$ cat src/rtl/psk_signal_conditioner.sv
// PSK signal conditioner: stream select/combine, MSB-align with 2^shift gain, settling blanking.
// Optional macro PSK_SIGNAL_COND_SAT_EN selects saturating range reduction (default: wrap, sat_flag = 0).
module psk_signal_conditioner #(
    parameter int I_WIDTH    = 12,
    parameter int O_WIDTH    = 16,
    parameter int SHIFT_W    = 3,
    parameter int SETTLE_CYC = 8
) (
    input  logic                      clk,
    input  logic                      rst_n,
    input  logic                      in_valid,
    input  logic signed [I_WIDTH-1:0] DAC_I,
    input  logic signed [I_WIDTH-1:0] DAC_Q,
    input  logic                      is_bpsk,
    input  logic        [1:0]         strm_sel,
    input  logic        [SHIFT_W-1:0] shift,
    output logic                      out_valid,
    output logic signed [O_WIDTH-1:0] PSK_signal,
    output logic                      is_bpsk_out,
    output logic                      settling,
    output logic                      sat_flag
);

    // Valid semantics: a sample is transferred on every clk edge where in_valid is high; there is
    // no backpressure. out_valid marks the matching output exactly two edges later.

    localparam int GAIN_BASE = O_WIDTH - I_WIDTH;
    localparam int CNT_W     = $clog2(SETTLE_CYC + 1);
    localparam logic [CNT_W-1:0] SETTLE_LOAD = CNT_W'(SETTLE_CYC);

    // Stage 1 state
    logic                      s1_valid;
    logic signed [I_WIDTH-1:0] s1_sel;
    logic                      s1_bpsk;
    logic        [SHIFT_W-1:0] s1_shift;
    logic                      s1_blank;

    // Change detection state
    logic [CNT_W-1:0] settle_cnt;
    logic             prev_mode;
    logic [1:0]       prev_sel;
    logic             primed;

    // Stage 1 combinational
    logic signed [I_WIDTH:0]   sum_w;
    logic signed [I_WIDTH:0]   dif_w;
    logic signed [I_WIDTH-1:0] sel_val;
    logic                      mode_change;
    logic [CNT_W-1:0]          cnt_next;
    logic                      blank_next;

    always_comb begin
        sum_w = {DAC_I[I_WIDTH-1], DAC_I} + {DAC_Q[I_WIDTH-1], DAC_Q};
        dif_w = {DAC_I[I_WIDTH-1], DAC_I} - {DAC_Q[I_WIDTH-1], DAC_Q};
        unique case (strm_sel)
            2'd0:    sel_val = DAC_I;
            2'd1:    sel_val = DAC_Q;
            // Dropping the LSB of the widened result is a floor divide by two.
            2'd2:    sel_val = sum_w[I_WIDTH:1];
            default: sel_val = dif_w[I_WIDTH:1];
        endcase
    end

    always_comb begin
        mode_change = (is_bpsk != prev_mode) || (strm_sel != prev_sel);
        if (mode_change && primed) begin
            cnt_next = SETTLE_LOAD;
        end else if (settle_cnt != '0) begin
            cnt_next = settle_cnt - 1'b1;
        end else begin
            cnt_next = '0;
        end
        blank_next = (cnt_next != '0);
    end

    always_ff @(posedge clk or negedge rst_n) begin
        if (!rst_n) begin
            s1_valid   <= 1'b0;
            s1_sel     <= '0;
            s1_bpsk    <= 1'b0;
            s1_shift   <= '0;
            s1_blank   <= 1'b0;
            settle_cnt <= '0;
            prev_mode  <= 1'b0;
            prev_sel   <= 2'd0;
            primed     <= 1'b0;
        end else begin
            s1_valid <= in_valid;
            if (in_valid) begin
                s1_sel     <= sel_val;
                s1_bpsk    <= is_bpsk;
                s1_shift   <= shift;
                s1_blank   <= blank_next;
                settle_cnt <= cnt_next;
                prev_mode  <= is_bpsk;
                prev_sel   <= strm_sel;
                primed     <= 1'b1;
            end
        end
    end

    // Stage 2 combinational: gain and range reduction
    logic [O_WIDTH-1:0] data_c;
    logic               sat_c;

`ifdef PSK_SIGNAL_COND_SAT_EN
    localparam int V_W = O_WIDTH + 2**SHIFT_W;
    localparam logic signed [V_W-1:0] MAX_V = V_W'((2**(O_WIDTH-1)) - 1);
    localparam logic signed [V_W-1:0] MIN_V = -V_W'(2**(O_WIDTH-1));

    logic signed [V_W-1:0] v;

    always_comb begin
        v = V_W'(s1_sel);
        v = v <<< GAIN_BASE;
        v = v <<< s1_shift;
        if (v > MAX_V) begin
            data_c = {1'b0, {(O_WIDTH-1){1'b1}}};
            sat_c  = 1'b1;
        end else if (v < MIN_V) begin
            data_c = {1'b1, {(O_WIDTH-1){1'b0}}};
            sat_c  = 1'b1;
        end else begin
            data_c = v[O_WIDTH-1:0];
            sat_c  = 1'b0;
        end
    end
`else
    // Wrap keeps only the low O_WIDTH bits, so the product is formed at that width directly.
    logic signed [O_WIDTH-1:0] v_low;

    always_comb begin
        v_low  = O_WIDTH'(s1_sel);
        v_low  = v_low <<< GAIN_BASE;
        v_low  = v_low <<< s1_shift;
        data_c = v_low;
        sat_c  = 1'b0;
    end
`endif

    always_ff @(posedge clk or negedge rst_n) begin
        if (!rst_n) begin
            out_valid   <= 1'b0;
            PSK_signal  <= '0;
            is_bpsk_out <= 1'b0;
            settling    <= 1'b0;
            sat_flag    <= 1'b0;
        end else begin
            out_valid <= s1_valid;
            if (s1_valid) begin
                PSK_signal  <= s1_blank ? '0 : data_c;
                sat_flag    <= sat_c & ~s1_blank;
                settling    <= s1_blank;
                is_bpsk_out <= s1_bpsk;
            end
        end
    end

endmodule

$ cat config.mk
export PLATFORM = sky130hd
export DESIGN_NAME = psk_signal_conditioner
export DESIGN_NICKNAME = d
export VERILOG_FILES = /design/src/rtl/psk_signal_conditioner.sv
export SDC_FILE = /design/constraint.sdc
export NUM_CORES = 1
export LEC_CHECK = 0
export CORE_ASPECT_RATIO = 1.2
export CORE_MARGIN = 10
export CORE_UTILIZATION = 48
export CTS_CLUSTER_DIAMETER = 150
export DETAILED_ROUTE_END_ITERATION = 10
export GPL_ROUTABILITY_DRIVEN = 1
export MAX_ROUTING_LAYER = met4
export PLACE_DENSITY = 0.77
export SYNTH_ARGS = -nofsm -noshare
export SYNTH_HDL_FRONTEND = slang
export SYNTH_SLANG_ARGS = --single-unit
$ cat constraint.sdc
create_clock -name clk -period 1.85 [get_ports clk]
set_clock_uncertainty 0.15 [all_clocks]
set_input_delay 0.37 -clock clk [delete_from_list [all_inputs] [get_ports clk]]
set_output_delay 0.37 -clock clk [all_outputs]
set_load 0.05 [all_outputs]
==> insert_results.sql <==
INSERT INTO impl_metrics (metric_group, metric, value, unit) VALUES
('die', 'die-width', '91.3', 'um'),
('critical_path', 'critical_path.max_fanout', '5', ''),
('power_and_ir_drop', 'power.internal', '0.00208', 'W'),
('critical_path', 'crit_type', 'in -> reg', ''),
('die', 'dieArea', '9640', 'sq um'),
('hold_path', 'timing.hold.worst_path_depth', '1', ''),
('detailed_routing', 'via_count', '2741', ''),
('clock_tree', 'insertion_delay', '0.29', 'ns'),
('final_layout', 'antennaDiodeCount', '0', ''),
('timing', 'timing_worst_slew_pin_value', '0.508', 'ns'),
('detailed_routing', 'detail_route.iter0.violations', '71', ''),
('final_layout', 'final_core_util', '0.739', ''),
('detailed_routing', 'postRouteWirelength', '8010', 'um'),
('power_and_ir_drop', 'clkPwrFrac', '0.219', ''),
('global_routing', 'maximum_number_of_pins_on_one_net_before_global_route_repair', '24', ''),
('critical_path', 'worst-path-buf-inv', '2', ''),
('timing', 'minimum_setup_slack_in_the_final_design', '-0.833', 'ns'),
('die', 'floorplan.die.height', '106', 'um'),
('global_routing', 'grtUsageTotal', '0.157', ''),
('timing', 'max-slew-margin-rel', '0.662', ''),
('power_and_ir_drop', 'cell_area_power_density', '707', 'nW/um^2'),
('synthesis', 'post_synth.cell_area_avg', '9.33', 'sq um'),
('timing', 'finalSetupViolCount', '12', ''),
('die', 'floorplan.initialDensity', '0.491', ''),
('power_and_ir_drop', 'pwr-share-seq', '0.342', ''),
('place', 'detailed_place_hpwl', '5580', 'um'),
('global_routing', 'grt_antenna_before_repair', '0', ''),
('critical_path', 'critPathMostFrequentCell', 'xnor2_1', ''),
('die', 'boundaryPins', '53', ''),
('critical_path', 'reg2reg_setup_slack', '0.18', 'ns'),
('detailed_routing', 'drt_drc_violations_left', '0', ''),
('detailed_routing', 'avgViaCountPerCell', '5.41', ''),
('synthesis', 'proportion_of_synthesized_chip_area_in_sequential_cells', '0.342', ''),
('synthesis', 'syn-cell-area', '2930', 'sq um'),
('final_layout', 'final_cell_area', '4410', 'sq um'),
('critical_path', 'critical_path.cell_chain', 'buf_8 > inv_4 > ha_4 > or4b_4 > o41ai_4 > xnor2_1 > ha_1 > a21oi_1 > nor2_1 > a211oi_2 > o41ai_2 > xnor2_1 > a31oi_1', ''),
('synthesis', 'post_synth_inst_count', '314', ''),
('clock_tree', 'numCtsBuffers', '5', ''),
('power_and_ir_drop', 'power.ir.vdd_worst', '360', 'uV'),
('final_layout', 'fin_nets', '472', ''),
('critical_path', 'worstReg2RegStart', 's1_shift[1]', ''),
('synthesis', 'postSynthRegisterBits', '40', ''),
('die', 'placementRows', '31', ''),
('critical_path', 'crit_path_capture_type', 'register', ''),
('global_routing', 'grt_overflow_total', '0', ''),
('power_and_ir_drop', 'power.combinational.fraction', '0.439', ''),
('power_and_ir_drop', 'power_switching', '0.00104', 'W'),
('timing', 'maxClockFrequency', '373', 'MHz'),
('die', 'fp.coreArea', '5970', 'sq um'),
('critical_path', 'critPathLaunchType', 'input port', ''),
('critical_path', 'cp_top_family', 'compound AO/OA/AOI/OAI gates', ''),
('timing', 'slew_viol_final', '0', ''),
('detailed_routing', 'detail-route-antenna-nets', '0', ''),
('hold_path', 'min-delay-path-class', 'reg -> reg', ''),
('synthesis', 'synthesis.yosys.warnings', '0', ''),
('place', 'standard_cell_area_after_detailed_placement', '3860', 'sq um'),
('critical_path', 'worstPathArrival', '2.70', 'ns'),
('clock_tree', 'tritoncts', 'built', ''),
('status', 'violated_checks', 'negative setup slack', ''),
('timing', 'grt_setup_unrepaired', 'yes', ''),
('power_and_ir_drop', 'switching_share', '0.333', ''),
('global_routing', 'first_global_vias', '2823', ''),
('critical_path', 'r2r_end', 'PSK_signal[10]', ''),
('synthesis', 'synth_ff_type', 'dfrtp_1', ''),
('timing', 'period_share', '1.45', ''),
('critical_path', 'depth_of_the_most_critical_reg_to_reg_path', '5', ''),
('status', 'outcome', 'finished with violations', ''),
('place', 'port_buffers', '47', ''),
('critical_path', 'critical_path_depth', '13', ''),
('clock_tree', 'path_clk_slew', '0.07', 'ns'),
('detailed_routing', 'wire_per_inst', '15.8', 'um');
worst reg2reg max path: cells and delay by family, from the launching register on:
kind / cells / cell delay, ns
compound gates: 2 / 0.33
flops: 1 / 0.51
mux: 2 / 0.49
simple gates: 1 / 0.06
routing by layer:
metal | vias to the layer above | global-route usage | wire length, um
met2 | 75 | 0.277 | 4330
li1 | 1327 | - | -
met5 | - | - | 0
met4 | 0 | 0.0740 | 227
met3 | 20 | 0.0277 | 251
met1 | 1319 | 0.167 | 3200
cells in the mapped netlist (2+ instances only):
cell type	number	share of area
a31oi_1	4	0.0085
dfrtp_1	40	0.34
buf_1	4	0.0051
xnor2_1	12	0.036
o221ai_1	3	0.0090
mux2i_1	22	0.075
nand3_1	3	0.0051
clkbuf_1	9	0.012
nor2b_1	4	0.0085
nand4_1	4	0.0085
or4b_4	2	0.0094
and2_1	2	0.0043
a21oi_1	26	0.044
buf_4	6	0.015
a211oi_1	3	0.0077
mux2_2	13	0.050
ha_1	14	0.060
buf_6	3	0.012
o31ai_1	2	0.0051
mux4_2	5	0.038
inv_1	21	0.027
nor2_1	28	0.036
nand2b_1	4	0.0085
o22ai_1	14	0.030
o41ai_1	2	0.0060
xor2_1	12	0.036
o21bai_1	2	0.0051
o21ai_0	17	0.029
nor4_1	2	0.0043
nand2_1	17	0.022
cell usage in the layout, fill, tap and decap left out, types with 2 or more instances in the layout:
master           count
buf_2                3
nand3_1              3
clkdlybuf4s50_1     20
xnor2_2              3
mux2_2              12
buf_6               13
mux4_2               5
buf_12               3
or4b_4               2
mux2i_1             22
dfrtp_1             39
conb_1               5
nor2b_1              2
o221ai_1             2
o21bai_1             2
and2_1               2
inv_1               18
xor2_1              11
xnor2_1              9
clkbuf_8             5
o21ai_0             10
ha_1                10
nor2_4               3
ha_4                 3
nand4_1              4
o21ai_2              5
nor2_1              24
nand2_1             12
nand2_2              4
a21oi_2              8
o22ai_1             14
nand2b_1             3
a211oi_1             2
a31oi_1              3
a21oi_1             18
dlymetal6s2s_1       3
buf_4               75
state kept, by name, summed over array words and instances (netlist names):
name         count
out_valid        1
s1_sel          12
settle_cnt       4
prev_sel         2
primed           1
s1_blank         1
prev_mode        1
s1_shift         3
is_bpsk_out      1
PSK_signal      12
settling         1
s1_valid         1
final cells by class:
cell class | count | area [sq um] | area share
multi-input cells | 235 | 2040 | 0.462
repair buffers | 121 | 1070 | 0.242
flip-flops and latches | 40 | 1000 | 0.227
well taps | 82 | 103 | 0.0233
inverters | 21 | 93.8 | 0.0213
clock buffers | 6 | 72.6 | 0.0164
clock inverters | 2 | 35.0 | 0.00794
cells by family after synthesis:
kind of cell,share of synthesized area
AOI/OAI and AO/OA,0.162
and+or+nand+nor,0.123
buffers and inverters,0.0704
muxes,0.164
DFF,0.342
xor gates and xnor gates,0.0717
adders and majority gates,0.0666
other,0.00128
stage by stage:
stage	total power, W	setup WS, ns	TNS [ns]	cells	hold WS (ns)
2_1_floorplan	0.00179	-0.873	-6.32	318	-0.0756
3_3_place_gp	0.00218	-1.56	-16.79	481	0.178
3_5_place_dp	0.00222	-1.67	-17.62	481	0.183
4_1_cts	0.00302	-0.771	-6.31	500	0.331
5_1_grt	0.00329	-0.887	-7.40	507	0.377
6_report	0.00312	-0.833	-6.48	507	0.331
power groups by stage:
stage	clock [W]	sequential [W]	combinational (W)
6_report	0.000683	0.00107	0.00137
5_1_grt	0.000729	0.00109	0.00147
4_1_cts	0.000698	0.00107	0.00126
3_5_place_dp	0	0.00108	0.00113
3_3_place_gp	0	0.00108	0.00111
2_1_floorplan	0	0.00110	0.000698
what timing repair did:
item,CTS,global route
buffers inserted,10,10
endpoints found under the hold margin,18,0
resized for setup,71,36
endpoints found under the setup margin,16,21
hold buffers,1,0
cloned,0,0
pin swaps,42,41
how the worst max path moves through the flow:
stage                  start    endpoint  slack [ns]
global placement    DAC_Q[1]  s1_sel[10]       -1.56
CTS                 DAC_Q[0]   s1_sel[8]       -0.77
finish              DAC_Q[0]  s1_sel[10]       -0.83
detailed placement  DAC_Q[1]  s1_sel[10]       -1.67
floorplan           DAC_Q[1]  s1_sel[10]       -0.87
global route        DAC_Q[0]  s1_sel[10]       -0.89
No activity file was read; power rests on OpenSTA's default activity.
